File: src/rtl/if_stage.sv
// rtl/if_stage.sv - RV32I instruction-fetch stage with one-outstanding imem fetch and skid buffer
`timescale 1ns/1ps

module if_stage #(
  parameter logic [31:0] RESET_PC = 32'h0000_0000
) (
  input  logic        clk,
  input  logic        rst_,
  input  logic        stall_if,
  input  logic        flush,
  input  logic [31:0] branch_target,
  output logic        imem_req,
  output logic [31:0] imem_addr,
  input  logic        imem_gnt,
  input  logic        imem_rvalid,
  input  logic [31:0] imem_rdata,
  output logic [31:0] pc,
  output logic [31:0] instr,
  output logic        valid
);

  typedef enum logic {S_READY, S_WAIT} state_e;

  state_e      state_q, state_d;
  logic [31:0] fetch_pc_q, fetch_pc_d;
  logic [31:0] req_pc_q, req_pc_d;
  logic [31:0] sk_pc_q, sk_pc_d;
  logic [31:0] sk_instr_q, sk_instr_d;
  logic [31:0] pc_q, pc_d;
  logic [31:0] instr_q, instr_d;
  logic        discard_q, discard_d;
  logic        sk_full_q, sk_full_d;
  logic        valid_q, valid_d;

  logic resp;
  logic to_out;
  logic to_skid;
  logic fire;

  // A live response is one for the current path: not squashed by an earlier or concurrent flush.
  assign resp    = (state_q == S_WAIT) && imem_rvalid && !discard_q && !flush;
  assign to_out  = resp && (!valid_q || !stall_if) && !sk_full_q;
  assign to_skid = resp && !to_out;
  assign fire    = imem_req && imem_gnt;

  always_ff @(posedge clk) begin
    if (!rst_) begin
      state_q    <= S_READY;
      fetch_pc_q <= RESET_PC;
      req_pc_q   <= RESET_PC;
      discard_q  <= 1'b0;
      sk_pc_q    <= 32'h0;
      sk_instr_q <= 32'h0;
      sk_full_q  <= 1'b0;
      pc_q       <= 32'h0;
      instr_q    <= 32'h0;
      valid_q    <= 1'b0;
    end else begin
      state_q    <= state_d;
      fetch_pc_q <= fetch_pc_d;
      req_pc_q   <= req_pc_d;
      discard_q  <= discard_d;
      sk_pc_q    <= sk_pc_d;
      sk_instr_q <= sk_instr_d;
      sk_full_q  <= sk_full_d;
      pc_q       <= pc_d;
      instr_q    <= instr_d;
      valid_q    <= valid_d;
    end
  end

  always_comb begin
    state_d    = state_q;
    fetch_pc_d = fetch_pc_q;
    req_pc_d   = req_pc_q;
    discard_d  = discard_q;
    if (fire) begin
      req_pc_d   = fetch_pc_q;
      fetch_pc_d = fetch_pc_q + 32'd4;
      state_d    = S_WAIT;
    end else if (state_q == S_WAIT && imem_rvalid) begin
      state_d   = S_READY;
      discard_d = 1'b0;
    end
    // The in-flight fetch cannot be cancelled, so its response is marked for dropping.
    if (flush) begin
      fetch_pc_d = {branch_target[31:2], 2'b00};
      if (state_q == S_WAIT && !imem_rvalid) begin
        discard_d = 1'b1;
      end
    end
  end

  always_comb begin
    imem_addr = fetch_pc_q;
    if (state_q == S_READY) begin
      imem_req = rst_ && !sk_full_q && !flush;
    end else begin
      imem_req = rst_ && to_out;
    end

    sk_pc_d    = sk_pc_q;
    sk_instr_d = sk_instr_q;
    sk_full_d  = sk_full_q;
    pc_d       = pc_q;
    instr_d    = instr_q;
    valid_d    = valid_q;
    if (to_skid) begin
      sk_pc_d    = req_pc_q;
      sk_instr_d = imem_rdata;
      sk_full_d  = 1'b1;
    end
    if (flush) begin
      valid_d   = 1'b0;
      sk_full_d = 1'b0;
    end else if (!(valid_q && stall_if)) begin
      if (sk_full_q) begin
        pc_d      = sk_pc_q;
        instr_d   = sk_instr_q;
        valid_d   = 1'b1;
        sk_full_d = to_skid;
      end else if (to_out) begin
        pc_d    = req_pc_q;
        instr_d = imem_rdata;
        valid_d = 1'b1;
      end else begin
        valid_d = 1'b0;
      end
    end
  end

  assign pc    = pc_q;
  assign instr = instr_q;
  assign valid = valid_q;

endmodule
File: config.mk
export PLATFORM = sky130hd
export DESIGN_NAME = if_stage
export DESIGN_NICKNAME = d
export VERILOG_FILES = /design/src/rtl/if_stage.sv
export SDC_FILE = /design/constraint.sdc
export NUM_CORES = 1
export LEC_CHECK = 0
export BUFFER_PORTS_ARGS = -buffer_cell sky130_fd_sc_hd__buf_2
export CAP_MARGIN = 30
export CORE_MARGIN = 2
export CORE_UTILIZATION = 55
export DETAILED_ROUTE_END_ITERATION = 12
export PLACE_DENSITY = 0.8
export SETUP_SLACK_MARGIN = 0.3
export SLEW_MARGIN = 10
export SYNTH_ARGS = -nofsm -noshare
export SYNTH_HDL_FRONTEND = slang
export SYNTH_SLANG_ARGS = --single-unit
File: constraint.sdc
create_clock -name clk -period 3.2 [get_ports clk]
set_clock_uncertainty 0.2 [all_clocks]
set_input_delay 0.32 -clock clk [delete_from_list [all_inputs] [get_ports clk]]
set_output_delay 0.32 -clock clk [all_outputs]
set_load 0.01 [all_outputs]
# Word level (Yosys, flattened, before mapping)
# Index checks and enable logic that the tools add are counted.
# word_totals
reg_bits,196
in_bits,70
out_inout_bits,98
wordCells,58
# op_classes
add_sub_neg,1
mux,18
bitwise,3
reduce_logical,25
# ops
operator,count
$mux 32,6
$add 32x3->32 const B,1
$logic_and 1x1->1,12
$mux 1,12
$logic_not 1->1,7
$reduce_bool 2->1,3
$not 1->1,3
$reduce_and 3->1,1
$reduce_or 2->1,1
$logic_or 1x1->1,1

# Logic depth before layout (Yosys ltp)
# depth
ltp_word,11
mapped_depth,8
ltp_nobuf,6

# Worst setup path before layout
# No wires, ideal clock.
# synth_path
kind,reg-to-reg
from,"register valid_q, in the netlist valid"
to,"register fetch_pc_q[25], in the netlist imem_addr[25]"
setup_ns,0.122
t_arrival_ns,2.029
required_ns,2.878
slack_ns,0.850
path_stages_with_launch,9
path_buffers,3
period_less_slack_ns,2.350
cell_sequence,dfxtp_1 and2_4 buf_6 o21a_1 buf_6 or4_1 buf_2 o31a_1 o311a_1
# synth_via
elab_chain_cells,8
# synth_lines
item,line_no,text
"start, declared",33,"logic valid_q, valid_d;"
"start signal, assigned",68,valid_q <= valid_d;
$logic_not 1->1,42,assign to_out = resp && (!valid_q || !stall_if) && !sk_full_q;
$logic_or 1x1->1,42,
$logic_and 1x1->1 (2 in series),42,
$logic_and 1x1->1,99,imem_req = rst_ && to_out;
$mux 1,96,if (state_q == S_READY) begin
$logic_and 1x1->1,44,assign fire = imem_req && imem_gnt;
$reduce_bool 2->1 (no line),-,
"end signal, assigned",60,fetch_pc_q <= fetch_pc_d;
"end, declared",25,"logic [31:0] fetch_pc_q, fetch_pc_d;"
# No other way between the ends.
# A chain may end at the register's enable or synchronous reset.

# Final worst setup path
# layout_path
from,"register fetch_pc_q[2], in the netlist imem_addr[2]"
to,"register fetch_pc_q[24], in the netlist imem_addr[24]"
# layout_via
elab_chain_cells,3
# layout_lines
item,line_no,text
$add 32x3->32,79,fetch_pc_d = fetch_pc_q + 32'd4;
$mux 32,77,if (fire) begin
$mux 32,86,if (flush) begin
# No other way between the ends. The select of a mux whose other input is x is not followed.

==> results.md <==
* CTS buffer count at 17
* Setup violations, final at 0
* Critical path class: flop to flop
* Setup WS pre-CTS at between 0.6 and 0.7 ns
* Setup WS post-layout at 0.635 ns
* Post-route ant nets at 0
* CP top delay family: simple AND/OR/NAND/NOR gates
* Initial DRC count at between 500 and 600
* Post-layout nets at about 1,200
* CP peak stage delay at 0.58 ns
* Synthesized cell area at roughly 8200 sq um
* Placed Area at just over 9000 sq um
* Cells after Synth at about 930
* Vias at 7,185
* EDFF count, synth at 0
* Ys flop type: dfxtp_1
* WL/cell at approximately 15 um
* Required @ worst endpoint at 3.35 ns
* PwrDens at around 480 nW/um^2
* Critical Path Most Common Cell: or4_1
* Syn avg cell area at just under 9 sq um
* Pin count of the biggest net entering global routing at 98
* Global-route wire length before repair at roughly 32,000 um
* Crit-path slowest cell: or4_1
* Top-area cell type share of the netlist area at roughly 46%
* # DRC at 0
* Final hold violation count at 0
* R2R Path Start: imem_addr[2]
* Die Span Y at approximately 130 um
* PortBufs at 161
* Share of post-route cells with drive strength above 1 at 19.6%
* Gr usage total at 24.6%
* Worst slew margin at 42.5%
* Final Max Slew Viols at 0
* Placer Congestion at 0.800
* TritonCTS clock tree: yes
* Yosys top cell by area: dfxtp_1
* Clk_lat worst skew at 0.43 ns
* Fmax at roughly 400 MHz
* Crit Path Max Fanout at 10
* CP endpoint kind: flop
* Grt total ovfl at 0
* Register area share after synthesis at a little under half
* Tightest Pin Transition at approximately 0.86 ns
* Design area at between 10,000 and 15,000 sq um
* Ranking of synthesized cells by area: dfxtp_1, nand2_1, a21boi_0
* Core box area at approximately 15,000 sq um
* Initial antenna violation count at 1
* Syn. warnings at 0
* Root Buffer: clkbuf_16
* Die X at about 130 um
* Leak at between 0.004 and 0.005 uW
* I/O pin cnt at 168
* Peak VDD IR at 0.000349 V
* First-pass DRT Iterations at 5
* Htree depth at 4
* Vias in the first global route at 6,611
* Worst-path clk slew at around 0.070 ns
* Flops & latches, synth at about 190
* Initial Util at between 50% and 60%
* Clk sinks at approximately 190
* Nature of the critical path startpoint: flop
* Core Util, Final at a little over two thirds
* Final period util at roughly four fifths
* Total Wirelength at between 15,000 and 20,000 um
* Launch point of the worst path: imem_addr[2]
* CP Cell Sequence: ha_1 -> and2_1 -> nand2_1 -> or4_1 -> or4_1 -> a31oi_1
* Detailed placer's ending HPWL at between 10,000 and 15,000 um
* CTS Buffer Depth at 2
* Max Cap Violations at 0
* Tmin final at approximately 2.6 ns
* Status: complete, no violations
* Post-CTS sizing at 0
* Post-Route Setup TNS at 0 ns
* Vias/cell at 5.53
* Synth-to-Final Area Change at 24.6%
* Filler instances at 1,140
* HP Start: branch_target[20]
* Library cells used by synthesis at 46
* Worst Path Buf+Inv at 0
* Critical path arrival at approximately 2.7 ns
* Async S/R FF share, synth at 0%
* RSZ-0062 raised after global routing: no
* Min-Delay Path Class: input port to flop
* Die area at approximately 16,000 sq um
* Rows at 44
## state kept, by name, summed over array words and instances, names as in the netlist
register / cells
valid: 1
state_q: 1
instr: 32
discard_q: 1
sk_full_q: 1
sk_instr_q: 32
req_pc_q: 30
pc: 30
sk_pc_q: 30
imem_addr: 30
## cell type report
| type | count | area [sq um] | area share, % |
|---|---|---|---|
| timing repair buffer | 227 | 1480 | 14.4 |
| clock inverter | 13 | 168 | 1.64 |
| antenna | 1 | 2.50 | 0.0245 |
| clock buffer | 19 | 433 | 4.23 |
| sequential | 188 | 3770 | 36.8 |
| inverter | 4 | 15.0 | 0.147 |
| tap | 184 | 230 | 2.25 |
| multi-input combinational | 664 | 4140 | 40.4 |
## cells in the mapped netlist, types with 2 or more instances
master	n
a21boi_0	93
a21oi_1	18
a31oi_1	6
and2_1	2
and3_1	2
and4_1	4
buf_1	9
buf_2	4
buf_4	5
buf_6	2
clkbuf_1	58
dfxtp_1	188
inv_1	4
mux2i_1	65
nand2_1	259
nand2b_1	6
nand3_1	18
nand4_1	9
nor2_1	11
nor3_1	9
nor3b_1	2
nor4_1	11
nor4b_1	3
o211a_1	63
o211ai_1	3
o21a_1	3
o21ai_0	27
o21ai_1	2
o311a_1	4
o31a_1	3
o31ai_1	2
or2_2	2
or3_1	4
or4_1	5
xnor2_1	12
xor2_1	3
## per-stage QoR
| stage | total power (uW) | instances | hold WS, ns |
|---|---|---|---|
| final | 4940 | 1300 | 0.0140 |
| after global routing | 5110 | 1300 | 0.0155 |
| after CTS | 4970 | 1299 | 0.00124 |
| after detailed placement | 2780 | 1218 | 0.258 |
| after global placement | 2780 | 1218 | 0.251 |
| after floorplan | 2650 | 934 | 0.243 |
## power breakdown
part           total (uW)  leakage (uW)  internal [uW]  switching (uW)
clock network        2160      0.000281           1240             925
logic                 340       0.00271            168             172
registers            2440       0.00152           2380            59.3
total                4940       0.00451           3790            1160
## tightest hold or removal path, stage by stage
cell     delay [ns]
buf_2          0.09
o21ai_0        0.07
a31oi_1        0.12
## cells by family (layout without fill, tap and decap cells)
kind of cell	after synthesis	after routing	synth area share (%)
XOR/XNOR	15	15	1.60
flip-flops	188	188	45.9
AND/OR/NAND/NOR	353	353	18.9
AO/OA/AOI/OAI	225	225	21.2
buffers and inverters	82	263	4.22
multiplexers	66	66	8.07
adder cells (fa/ha/maj)	1	1	0.152
other	1	5	0.0457
## metal layers
metal,global-route usage (%),up-vias,routed length [um]
met2,41.0,204,9250
met1,31.4,3372,9110
met4,8.27,0,355
met3,5.90,26,1030
met5,0,-,0
li1,-,3583,-
## repair_timing
| action | CTS | global route |
|---|---|---|
| setup buffers | 0 | 0 |
| hold buffers | 49 | 0 |
| endpoints found under the hold margin | 49 | 0 |
## placed cells by master (no fill, tap or decap), drive strengths merged, types with 9 or more instances in the layout
cell         count
o211a           63
nor4            11
dfxtp          188
nand2          259
nand3           19
o21ai           29
clkbuf          19
buf            178
dlygate4sd3     49
a21oi           18
nand4            9
mux2i           65
a21boi          93
nor2            11
xnor2           12
nor3             9
## worst paths after layout
| check | endpoint | slack [ns] | depth (start not counted) |
|---|---|---|---|
| worst max-delay path | imem_addr[24] | 0.63 | 6 |
| worst min-delay path | imem_addr[20] | 0.01 | 3 |
| worst max register to register | imem_addr[24] | 0.63 | 6 |
| worst min register to register | sk_instr_q[4] | 0.27 | 2 |
Note: power is estimated with default switching activity, not from simulation.
